**src/rtl/ps2_key_tracker.sv**
```systemverilog
// PS/2 set-2 scan-code decoder with a held-key bitmap over a configurable key table.
// Resolves E0/F0/E1 prefixes and emits press/release pulses and a per-code event record.
module ps2_key_tracker #(
  parameter int                   N_KEYS      = 8,
  parameter logic [9*N_KEYS-1:0]  KEY_CODES   = {9'h01B, 9'h01C, 9'h01D, 9'h029,
                                                 9'h174, 9'h172, 9'h16B, 9'h175},
  parameter bit                   REPEAT_EN   = 1'b0,
  parameter int                   TIMEOUT_CYC = 100000
) (
  input  logic              clk,
  input  logic              reset,
  input  logic [7:0]        rx_data,
  input  logic              rx_valid,
  output logic [N_KEYS-1:0] key_state,
  output logic [N_KEYS-1:0] key_press,
  output logic [N_KEYS-1:0] key_release,
  output logic              evt_valid,
  output logic [8:0]        evt_code,
  output logic              evt_break,
  output logic              flush
);

  localparam int              CW      = $clog2(TIMEOUT_CYC + 1);
  localparam logic [CW-1:0]   TO_LAST = CW'(TIMEOUT_CYC - 1);
  localparam logic [2:0]      SKIP_LEN = 3'd7;

  typedef enum logic [2:0] {
    IDLE    = 3'd0,
    EXT     = 3'd1,
    BRK     = 3'd2,
    EXT_BRK = 3'd3,
    SKIP    = 3'd4
  } state_t;

  state_t            state;
  state_t            state_next;
  logic [2:0]        skip_cnt;
  logic [2:0]        skip_next;
  logic [CW-1:0]     to_cnt;
  logic              expire;

  logic              is_e0;
  logic              is_f0;
  logic              is_e1;
  logic              is_stat;

  logic              ev_make;
  logic              ev_break;
  logic              ev_ext;
  logic              do_flush;
  logic [N_KEYS-1:0] match;

  logic [N_KEYS-1:0] key_state_next;
  logic [N_KEYS-1:0] key_press_next;
  logic [N_KEYS-1:0] key_release_next;
  logic              evt_valid_next;
  logic [8:0]        evt_code_next;
  logic              evt_break_next;
  logic              flush_next;

  assign is_e0   = (rx_data == 8'hE0);
  assign is_f0   = (rx_data == 8'hF0);
  assign is_e1   = (rx_data == 8'hE1);
  assign is_stat = (rx_data == 8'hAA) || (rx_data == 8'hFC) ||
                   (rx_data == 8'h00) || (rx_data == 8'hFF);

  // A byte arriving on the expiry cycle is still decoded in the current state.
  assign expire = (state != IDLE) && (to_cnt == TO_LAST) && !rx_valid;

  // State, skip counter and inter-byte timeout counter.
  always_ff @(posedge clk) begin
    if (reset) begin
      state    <= IDLE;
      skip_cnt <= 3'd0;
      to_cnt   <= '0;
    end else begin
      state    <= state_next;
      skip_cnt <= skip_next;
      if (rx_valid || (state == IDLE) || expire) begin
        to_cnt <= '0;
      end else begin
        to_cnt <= to_cnt + CW'(1);
      end
    end
  end

  // Prefix sequencing and pause-sequence skipping.
  always_comb begin
    state_next = state;
    skip_next  = skip_cnt;
    if (rx_valid) begin
      case (state)
        IDLE: begin
          if (is_e0) begin
            state_next = EXT;
          end else if (is_f0) begin
            state_next = BRK;
          end else if (is_e1) begin
            state_next = SKIP;
            skip_next  = SKIP_LEN;
          end else begin
            state_next = IDLE;
          end
        end
        EXT: begin
          if (is_f0) begin
            state_next = EXT_BRK;
          end else if (is_e0) begin
            state_next = EXT;
          end else begin
            state_next = IDLE;
          end
        end
        BRK, EXT_BRK: begin
          if (is_e0) begin
            state_next = EXT;
          end else if (is_f0) begin
            state_next = state;
          end else begin
            state_next = IDLE;
          end
        end
        SKIP: begin
          skip_next = skip_cnt - 3'd1;
          if (skip_cnt <= 3'd1) begin
            state_next = IDLE;
          end else begin
            state_next = SKIP;
          end
        end
        default: begin
          state_next = IDLE;
          skip_next  = 3'd0;
        end
      endcase
    end else if (expire) begin
      state_next = IDLE;
      skip_next  = 3'd0;
    end else begin
      state_next = state;
    end
  end

  // Classify the current byte into make / break / flush actions.
  always_comb begin
    ev_make  = 1'b0;
    ev_break = 1'b0;
    ev_ext   = 1'b0;
    do_flush = 1'b0;
    if (rx_valid) begin
      case (state)
        IDLE: begin
          if (is_e0 || is_f0 || is_e1) begin
            ev_make = 1'b0;
          end else if (is_stat) begin
            do_flush = 1'b1;
          end else begin
            ev_make = 1'b1;
          end
        end
        EXT: begin
          if (!is_e0 && !is_f0) begin
            ev_make = 1'b1;
            ev_ext  = 1'b1;
          end else begin
            ev_make = 1'b0;
          end
        end
        BRK: begin
          if (!is_e0 && !is_f0) begin
            ev_break = 1'b1;
          end else begin
            ev_break = 1'b0;
          end
        end
        EXT_BRK: begin
          if (!is_e0 && !is_f0) begin
            ev_break = 1'b1;
            ev_ext   = 1'b1;
          end else begin
            ev_break = 1'b0;
          end
        end
        default: begin
          ev_make  = 1'b0;
          ev_break = 1'b0;
        end
      endcase
    end else begin
      ev_make = 1'b0;
    end
  end

  // Table lookup: every entry equal to {ext, code} participates.
  always_comb begin
    match = '0;
    for (int i = 0; i < N_KEYS; i++) begin
      match[i] = (KEY_CODES[9*i +: 9] == {ev_ext, rx_data});
    end
  end

  // Next values of the registered outputs.
  always_comb begin
    key_state_next   = key_state;
    key_press_next   = '0;
    key_release_next = '0;
    evt_valid_next   = ev_make || ev_break;
    flush_next       = do_flush;
    evt_code_next    = evt_code;
    evt_break_next   = evt_break;
    if (do_flush) begin
      key_release_next = key_state;
      key_state_next   = '0;
    end else if (ev_make) begin
      evt_code_next  = {ev_ext, rx_data};
      evt_break_next = 1'b0;
      for (int i = 0; i < N_KEYS; i++) begin
        if (match[i]) begin
          key_press_next[i] = !key_state[i] || REPEAT_EN;
          key_state_next[i] = 1'b1;
        end else begin
          key_press_next[i] = 1'b0;
        end
      end
    end else if (ev_break) begin
      evt_code_next  = {ev_ext, rx_data};
      evt_break_next = 1'b1;
      for (int i = 0; i < N_KEYS; i++) begin
        if (match[i]) begin
          key_release_next[i] = key_state[i];
          key_state_next[i]   = 1'b0;
        end else begin
          key_release_next[i] = 1'b0;
        end
      end
    end else begin
      key_state_next = key_state;
    end
  end

  // Output registers.
  always_ff @(posedge clk) begin
    if (reset) begin
      key_state   <= '0;
      key_press   <= '0;
      key_release <= '0;
      evt_valid   <= 1'b0;
      evt_code    <= 9'h000;
      evt_break   <= 1'b0;
      flush       <= 1'b0;
    end else begin
      key_state   <= key_state_next;
      key_press   <= key_press_next;
      key_release <= key_release_next;
      evt_valid   <= evt_valid_next;
      evt_code    <= evt_code_next;
      evt_break   <= evt_break_next;
      flush       <= flush_next;
    end
  end

endmodule

```
**config.mk**
```make
export PLATFORM = sky130hd
export DESIGN_NAME = ps2_key_tracker
export DESIGN_NICKNAME = d
export VERILOG_FILES = /design/src/rtl/ps2_key_tracker.sv
export SDC_FILE = /design/constraint.sdc
export NUM_CORES = 1
export LEC_CHECK = 0
export BUFFER_PORTS_ARGS = -buffer_cell sky130_fd_sc_hd__buf_2
export CAP_MARGIN = 0
export CORE_MARGIN = 2
export CORE_UTILIZATION = 50
export CTS_CLUSTER_DIAMETER = 60
export DETAILED_ROUTE_END_ITERATION = 7
export GPL_TIMING_DRIVEN = 0
export PLACE_DENSITY = 0.8
export SYNTH_ARGS = -nofsm -noshare
export SYNTH_HDL_FRONTEND = slang
export SYNTH_SLANG_ARGS = --single-unit
```
**constraint.sdc**
```tcl
create_clock -name clk -period 2.19 [get_ports clk]
set_input_delay 0.219 -clock clk [delete_from_list [all_inputs] [get_ports clk]]
set_output_delay 0.219 -clock clk [all_outputs]
set_load 0.02 [all_outputs]
```
==> impl_summary.txt, run 1 <==
----------------------------------------------------
[Worst setup path]
  Critical path's top delay family ... compound AO/OA/AOI/OAI gates
  Endpoint kind of the worst setup timing path ... register
  Critical Path Fanout Max ... 9
  Setup CP Type ... reg2reg
  Cell with the largest stage delay on the worst path ... a311oi_4
  Critical path's largest stage delay ... between 0.5 and 0.6 ns
  Data arrival time of the critical path ... roughly 2.3 ns
  Worst Path Required ... 2.42 ns
  CP Buf/Inv Count ... 2
  Kind of start point of the critical path ... register
  Worst-path cell chain ... buf_2 > nand3b_1 > a311oi_4 > or3_1 > buf_4 > nor2_1 > o21a_1

[Global route]
  First-pass GRT wire length ... 10.5 mm
  Pin count of the biggest net entering global routing ... 17
  Number of antenna violations at the first check in global routing ... 0
  Total congestion overflow ... 0
  Number of global-route vias before repair ... 2,288
  Total Routing Usage GR ... approximately 22%

[STA]
  Peak clock frequency supported by timing ... 489 MHz
  Number of setup violations in the final report ... 0
  Post-route fraction of the period consumed by the critical path ... 93.4%
  Worst Tran Pin Value ... 0.657 ns
  Minimum period implied by the final worst setup slack ... 2.04 ns
  Number of hold violations in the final report ... 0
  Rel. slew slack ... 55.5%
  Unrepaired setup endpoints after global routing ... true
  Worst Clk Skew ... 0.00878 ns
  Final max-slew violation count ... 0
  Post-route setup slack ... between 0.1 and 0.15 ns

[Floorplanning]
  Horizontal extent of the die ... approximately 78 um
  Core region area ... 5410 um2
  Initial standard-cell utilization of the core ... 51.0%
  Row count ... 27
  # IOs ... 47
  Height of the chip ... between 70 and 80 um
  Area enclosed by the die boundary ... 6130 um2

[Placed design]
  Post-Place Worst Slack ... -0.0206 ns
  IO buf count ... 43
  Placer congestion estimate ... between 0.8 and 0.9
  Estimated wirelength of the detail-placed design ... 4.47 mm

[Cells and area]
  Most frequent standard cell in the layout excluding fill and tap cells ... dfxtp_1
  Number of fillers in the final layout ... 478
  Diodes inserted ... 0
  Area Growth Syn to Fin ... 19.7%
  Leading cell types in the layout, fill and taps excluded ... 59 x dfxtp_1, 48 x buf_2, 36 x nor2_1
  Total Nets Final ... about 370
  Fraction of final layout cells with drive strength greater than 1 ... 24.5%

[Synth]
  Number of warnings printed during yosys synthesis ... 0
  Most instantiated flip-flop cell in the synthesis netlist ... dfxtp_1
  Async S/R FF share, synth ... 0%
  Fraction of synthesized cell area taken by the top area cell type ... 42.8%
  Seq cells post-synth ... 59
  Top cells by area, synth ... dfxtp_1 43%, nor2_1 4.9%, nand2b_1 3.9%, xor2_1 3.5%, mux2i_1 2.9%
  EDFF count, synth ... 0
  Cells after Synth ... about 300
  Per-instance average area after synthesis ... ~9.2 um2
  Library cell occupying the most area in the post-synthesis netlist ... dfxtp_1
  Count of cell types in the netlist ... 56
  Cell Area, Synth ... around 2800 um2
  Sequential fraction of the synthesis area ... 42.8%
  Nets in the synthesized netlist ... 315

[Drt]
  Detailed-routing iteration count for the pre-antenna-repair pass ... 4
  Number of design rule violations left after detail routing ... 0
  Routed vias ... roughly 2,400
  Overall routed net length ... between 6 and 7 mm
  DRT antenna net count ... 0
  Number of violations reported at the end of detailed-routing iteration 0 ... roughly 220
  Number of vias per cell ... 5.66
  DR WL/cell ... around 14 um

[Min path]
  Class of the tightest hold or removal check ... in2reg

[Clock tree]
  Setup repair bufs after CTS ... 0
  CTS H-tree depth ... 3
  Clock tree from TritonCTS ... done
  Clock Pin Slew Worst Setup and Hold Paths ... 0.07 ns
  CTS Root Buffer Type ... clkbuf_8
  Total CTS buffers ... 9
  CTS hold repair buffers ... 0
  Maximum clock path buffer count ... 2
  Clock network latency to the later pin of the worst-skew pair ... between 0.3 and 0.4 ns
  CTS Sinks ... 59

[Power and ir drop]
  Leak Pwr ... 1.26 nW
  Power Dens Cells ... just under 700 nW/um2
  PnR Total Power ... roughly 2.3 mW
  Maximum VDD drop ... 0.420 mV

[Run status]
  Status ... completed

[Run]
  Count of maximum capacitance violations ... 0

----------------------------------------------------
[flip-flops by register name (all words and copies together) (netlist names)]
signal and cells:
evt_break 1, evt_code 9, evt_valid 1, flush 1, key_press 8, key_release 8, key_state 8, skip_cnt 3
state 3, to_cnt 17
[area by class of cell]
class	count	area [um2]	area share [%]
multi-input cells	220	1500	45.3
inverters	7	26.3	0.796
flip-flops and latches	59	1180	35.8
well taps	72	90.1	2.73
clock inverters	4	47.5	1.44
plain buffers	14	81.3	2.46
repair buffers	43	215	6.52
clock buffers	12	165	5.00
[worst paths after layout]
check,from,endpoint,slack [ns],cells past startpoint
worst max-delay path,state[2]$_SDFFE_PP0P_,key_release[2]$_SDFF_PP0_,0.15,7
worst min register to register,key_state[0]$_SDFFE_PP0P_,key_press[0]$_SDFF_PP0_,0.47,1
worst min-delay path,rx_data[5],evt_code[5]$_SDFFE_PP0P_,0.22,3
worst max register to register,state[2]$_SDFFE_PP0P_,key_release[2]$_SDFF_PP0_,0.15,7
[metrics by stage]
stage	std cells	hold WS (ns)	util, %	setup TNS, ns	instance area, um2
floorplan	301	0.371	-	0	2760
global placement	416	0.456	56.7	-0.350	3060
detailed placement	416	0.450	56.7	-0.0736	3060
CTS	431	0.208	60.6	0	3270
global route	431	0.246	61.1	-0.0223	3300
finish	431	0.221	61.1	0	3300
[Yosys cell counts (all sizes together) (2+ instances only)]
library cell and n:
inv 7, nand3 13, ha 3, a31o 2, nor2b 5, nor4bb 2
nor4b 3, xor2 11, and2 2, nand3b 2, nand2b 17, or4 2
a31oi 4, or3 2, a211oi 5, nor2 38, nand2 12, nor4 10
and3 6, clkbuf 5, mux2i 8, o32ai 3, nor3 5, o2bb2ai 2
nand4 13, a21oi 11, or2 2, o21bai 2, a311oi 2, o21ai 9
buf 10, dfxtp 59, xnor2 4, a221o 2, o21a 7, and4b 3
[routing by layer]
layer / global-route usage (%) / wire, um
met1: 28.2 / 2890
met2: 34.1 / 2890
met3: 6.21 / 340
met4: 10.9 / 126
met5: 0 / 0
[what timing repair did]
item / in CTS / in global routing
pin swaps: 0 / 0
setup endpoints to repair: 10 / 30
resized for setup: 0 / 4
[logic make-up (layout without fill, tap and decap cells)]
logic type	Yosys count	after routing	synth area share (%)
AOI/OAI and AO/OA	55	55	15.0
xor gates and xnor gates	15	15	4.76
adders and majority gates	3	3	1.36
buffers and inverters	22	80	4.04
DFF	59	59	42.8
muxes	8	8	2.90
and+or+nand+nor	139	139	29.1
[worst min-delay path, stage by stage]
cell and delay [ns]:
buf_4 0.15, nand2b_1 0.08, mux2i_1 0.06
[power by group]
| part | internal [mW] | switching, mW | total (mW) |
|---|---|---|---|
| Clock | 0.614 | 0.433 | 1.05 |
| Combinational | 0.0541 | 0.101 | 0.155 |
| Sequential | 1.08 | 0.00552 | 1.09 |
Note: power is estimated with default switching activity, not from simulation.
==> run 2, diff against run 1 <==
CORE_ASPECT_RATIO = 0.75   (was unset)
==> run 2 against run 1 <==
  * Sequential power barely moved
  * Largest power group unchanged
  * Count of clock-buffer cells in the layout is 1 higher
  * Highest routed layer unchanged
  * Critical path type unchanged
  * Die area increased by 0.11%
  * Clock power down 14%
  * Sequential cell count did not move
  * Register-to-register slack got worse by 0.05 ns
  * Utilization up 0.56 points
  * Sequential share of layout area grew 0.22 points
==> impl_summary.txt, run 2 (same netlist as run 1, synthesis figures left out) <==
----------------------------------------------------
[Drt]
  DRT antenna net count ... 0 (unchanged)
  Routed vias ... 2,506 (+2.7%)
  Number of design rule violations left after detail routing ... 0 (unchanged)
  Number of vias per cell ... 5.79 (+2.2%)
  Overall routed net length ... 6.79 mm (+8.7%)
  Detailed-routing iteration count for the pre-antenna-repair pass ... 5 (+1)
  DR WL/cell ... 15.7 um (+8.2%)
  Number of violations reported at the end of detailed-routing iteration 0 ... 240 (+9.6%)

[Cells and area]
  Largest registers in the final layout ... to_cnt x17, evt_code x9
  Number of flip-flops under the largest register name ... 17 (unchanged)
  Area Growth Syn to Fin ... 19.0%
  Total Nets Final ... 368 (unchanged)
  Leading cell types in the layout, fill and taps excluded ... 59 x dfxtp_1, 47 x buf_2, 36 x nor2_1
  Diodes inserted ... 0 (unchanged)
  Most frequent standard cell in the layout excluding fill and tap cells ... dfxtp_1
  Fraction of final layout cells with drive strength greater than 1 ... 24.0% (-0.49 points)
  Register containing the most flip-flops in the final layout ... to_cnt

[Floorplanning]
  Horizontal extent of the die ... 89.8 um (+15%)
  # IOs ... 47 (unchanged)
  Core region area ... 5320 um2 (-1.5%)
  Area enclosed by the die boundary ... 6130 um2 (+0.11%)
  Height of the chip ... 68.3 um (-13%)
  Row count ... 23 (-15%)
  Initial standard-cell utilization of the core ... 51.8% (+0.78 points)

[Clock tree]
  CTS Root Buffer Type ... clkbuf_8
  Maximum clock path buffer count ... 2 (unchanged)
  Total CTS buffers ... 9 (unchanged)
  Clock Pin Slew Worst Setup and Hold Paths ... 0.06 ns (about the same)
  CTS hold repair buffers ... 0 (unchanged)
  Clock network latency to the later pin of the worst-skew pair ... 0.34 ns (about the same)
  CTS Sinks ... 59 (unchanged)
  CTS H-tree depth ... 3 (unchanged)
  Clock tree from TritonCTS ... done

[Worst setup path]
  Kind of start point of the critical path ... register
  Data arrival time of the critical path ... 2.30 ns (+0.02 ns)
  Cell with the largest stage delay on the worst path ... nor4b_4
  Critical Path Fanout Max ... 9 (unchanged)
  Critical path's top delay family ... simple AND/OR/NAND/NOR gates
  Setup CP Type ... reg2reg
  Worst-path cell chain ... buf_6 > nand3b_1 > nor4b_4 > nand3_1 > o21ai_0 > a21oi_1
  Worst Path Required ... 2.39 ns (-0.03 ns)
  Endpoint kind of the worst setup timing path ... register
  Critical path's largest stage delay ... 0.50 ns (-0.07 ns)
  CP Buf/Inv Count ... 1 (-1)

[Power and ir drop]
  Switching Fraction ... 24.3% (+0.81 points)
  P_int ... 1.63 mW (-6.9%)
  Logic pwr share ... 7.3% (+0.5 points)
  Fraction of power consumed by sequential logic ... 50.6% (+3.1 points)
  Leak Pwr ... 1.25 nW (-0.86%)
  Power Dens Cells ... 657 nW/um2 (-5.3%)
  PnR Total Power ... 2.16 mW (-5.9%)
  Clock share of power ... 42.1% (-3.6 points)
  Maximum VDD drop ... 0.382 mV (-9.1%)
  Switching power summed over all nets ... 0.525 mW (-2.7%)

[STA]
  Minimum period implied by the final worst setup slack ... 2.10 ns (+0.0543 ns)
  Number of hold violations in the final report ... 0 (unchanged)
  Worst Tran Pin Value ... 0.627 ns (-0.0303 ns)
  Worst Clk Skew ... 0.00939 ns (+0.000610 ns)
  Post-route fraction of the period consumed by the critical path ... 95.8% (+2.5 points)
  Final max-slew violation count ... 0 (unchanged)
  Number of setup violations in the final report ... 0 (unchanged)
  Peak clock frequency supported by timing ... 476 MHz (-2.6%)
  Worst hold margin ... 0.215 ns (-0.00580 ns)
  Rel. slew slack ... 57.5% (+2.1 points)

[Global route]
  First-pass GRT wire length ... 10.7 mm (+2.0%)
  GR Util met2 ... 35.6% (+1.5 points)
  GRT Max-Usage Layer ... met2
  Met3 track demand over resource ... 7.49% (+1.3 points)
  Met1 Track Usage GR ... 28.2% (+0.041 points)
  Total congestion overflow ... 0 (unchanged)
  Number of global-route vias before repair ... 2,294 (+0.26%)
  Total Routing Usage GR ... 22.3% (+0.31 points)
  Number of antenna violations at the first check in global routing ... 0 (unchanged)
  Pin count of the biggest net entering global routing ... 17 (unchanged)

[Run]
  Count of maximum capacitance violations ... 0 (unchanged)

[Min path]
  Class of the tightest hold or removal check ... in2reg

[Placed design]
  IO buf count ... 43 (unchanged)
  Placer congestion estimate ... 0.861 (-3.7%)
  Estimated wirelength of the detail-placed design ... 4.71 mm (+5.4%)

[Run status]
  Status ... completed

----------------------------------------------------
## run 2: power groups by stage
stage	Clock (mW)	Combinational, mW	Sequential (mW)
2_1_floorplan	0	0.0883	1.13
3_3_place_gp	0	0.149	1.11
3_5_place_dp	0	0.152	1.11
4_1_cts	0.926	0.153	1.09
5_1_grt	0.972	0.170	1.09
6_report	0.908	0.159	1.09
## run 2: final cells by class
| class | instances | area [um2] |
|---|---|---|
| clock buffer | 13 | 169 |
| sequential | 59 | 1180 |
| multi-input combinational | 220 | 1500 |
| buffer | 14 | 91.3 |
| timing repair buffer | 43 | 215 |
| inverter | 7 | 26.3 |
| tap | 75 | 93.8 |
| fill | 464 | 2040 |
| clock inverter | 2 | 10.0 |
## run 2: final timing paths
check                             from                   endpoint  slack, ns  depth (start not counted)
max reg2reg      state[2]$_SDFFE_PP0P_  key_state[3]$_SDFFE_PP0P_       0.09                          6
max              state[2]$_SDFFE_PP0P_  key_state[3]$_SDFFE_PP0P_       0.09                          6
min                         rx_data[5]   evt_code[5]$_SDFFE_PP0P_       0.22                          3
min reg2reg  key_state[2]$_SDFFE_PP0P_  key_release[2]$_SDFF_PP0_       0.46                          1
## run 2: tightest hold or removal path, stage by stage
cell and delay [ns]:
buf_4 0.15, nand2b_1 0.07, mux2i_1 0.06
## run 2: timing repair
item	CTS	global route
resized for setup	0	8
setup buffers	0	0
setup endpoints to repair	10	47
endpoints found under the hold margin	0	0
## run 2: through the flow
step                setup TNS, ns  worst slack, ns  instance area [um2]  std cells  utilization [%]
floorplan                       0            0.339                 2760        301                -
global placement          -0.0857          -0.0110                 3070        419             57.6
detailed placement         -0.493          -0.0713                 3070        419             57.6
CTS                             0           0.0357                 3240        433             60.9
global route              -0.0436          -0.0358                 3280        433             61.6
finish                          0           0.0912                 3280        433             61.6
## run 2: routing by layer
| layer | vias to the layer above | wire, um |
|---|---|---|
| li1 | 1204 | - |
| met1 | 1192 | 3130 |
| met2 | 96 | 3070 |
| met3 | 14 | 485 |
| met4 | 0 | 106 |
| met5 | - | 0 |
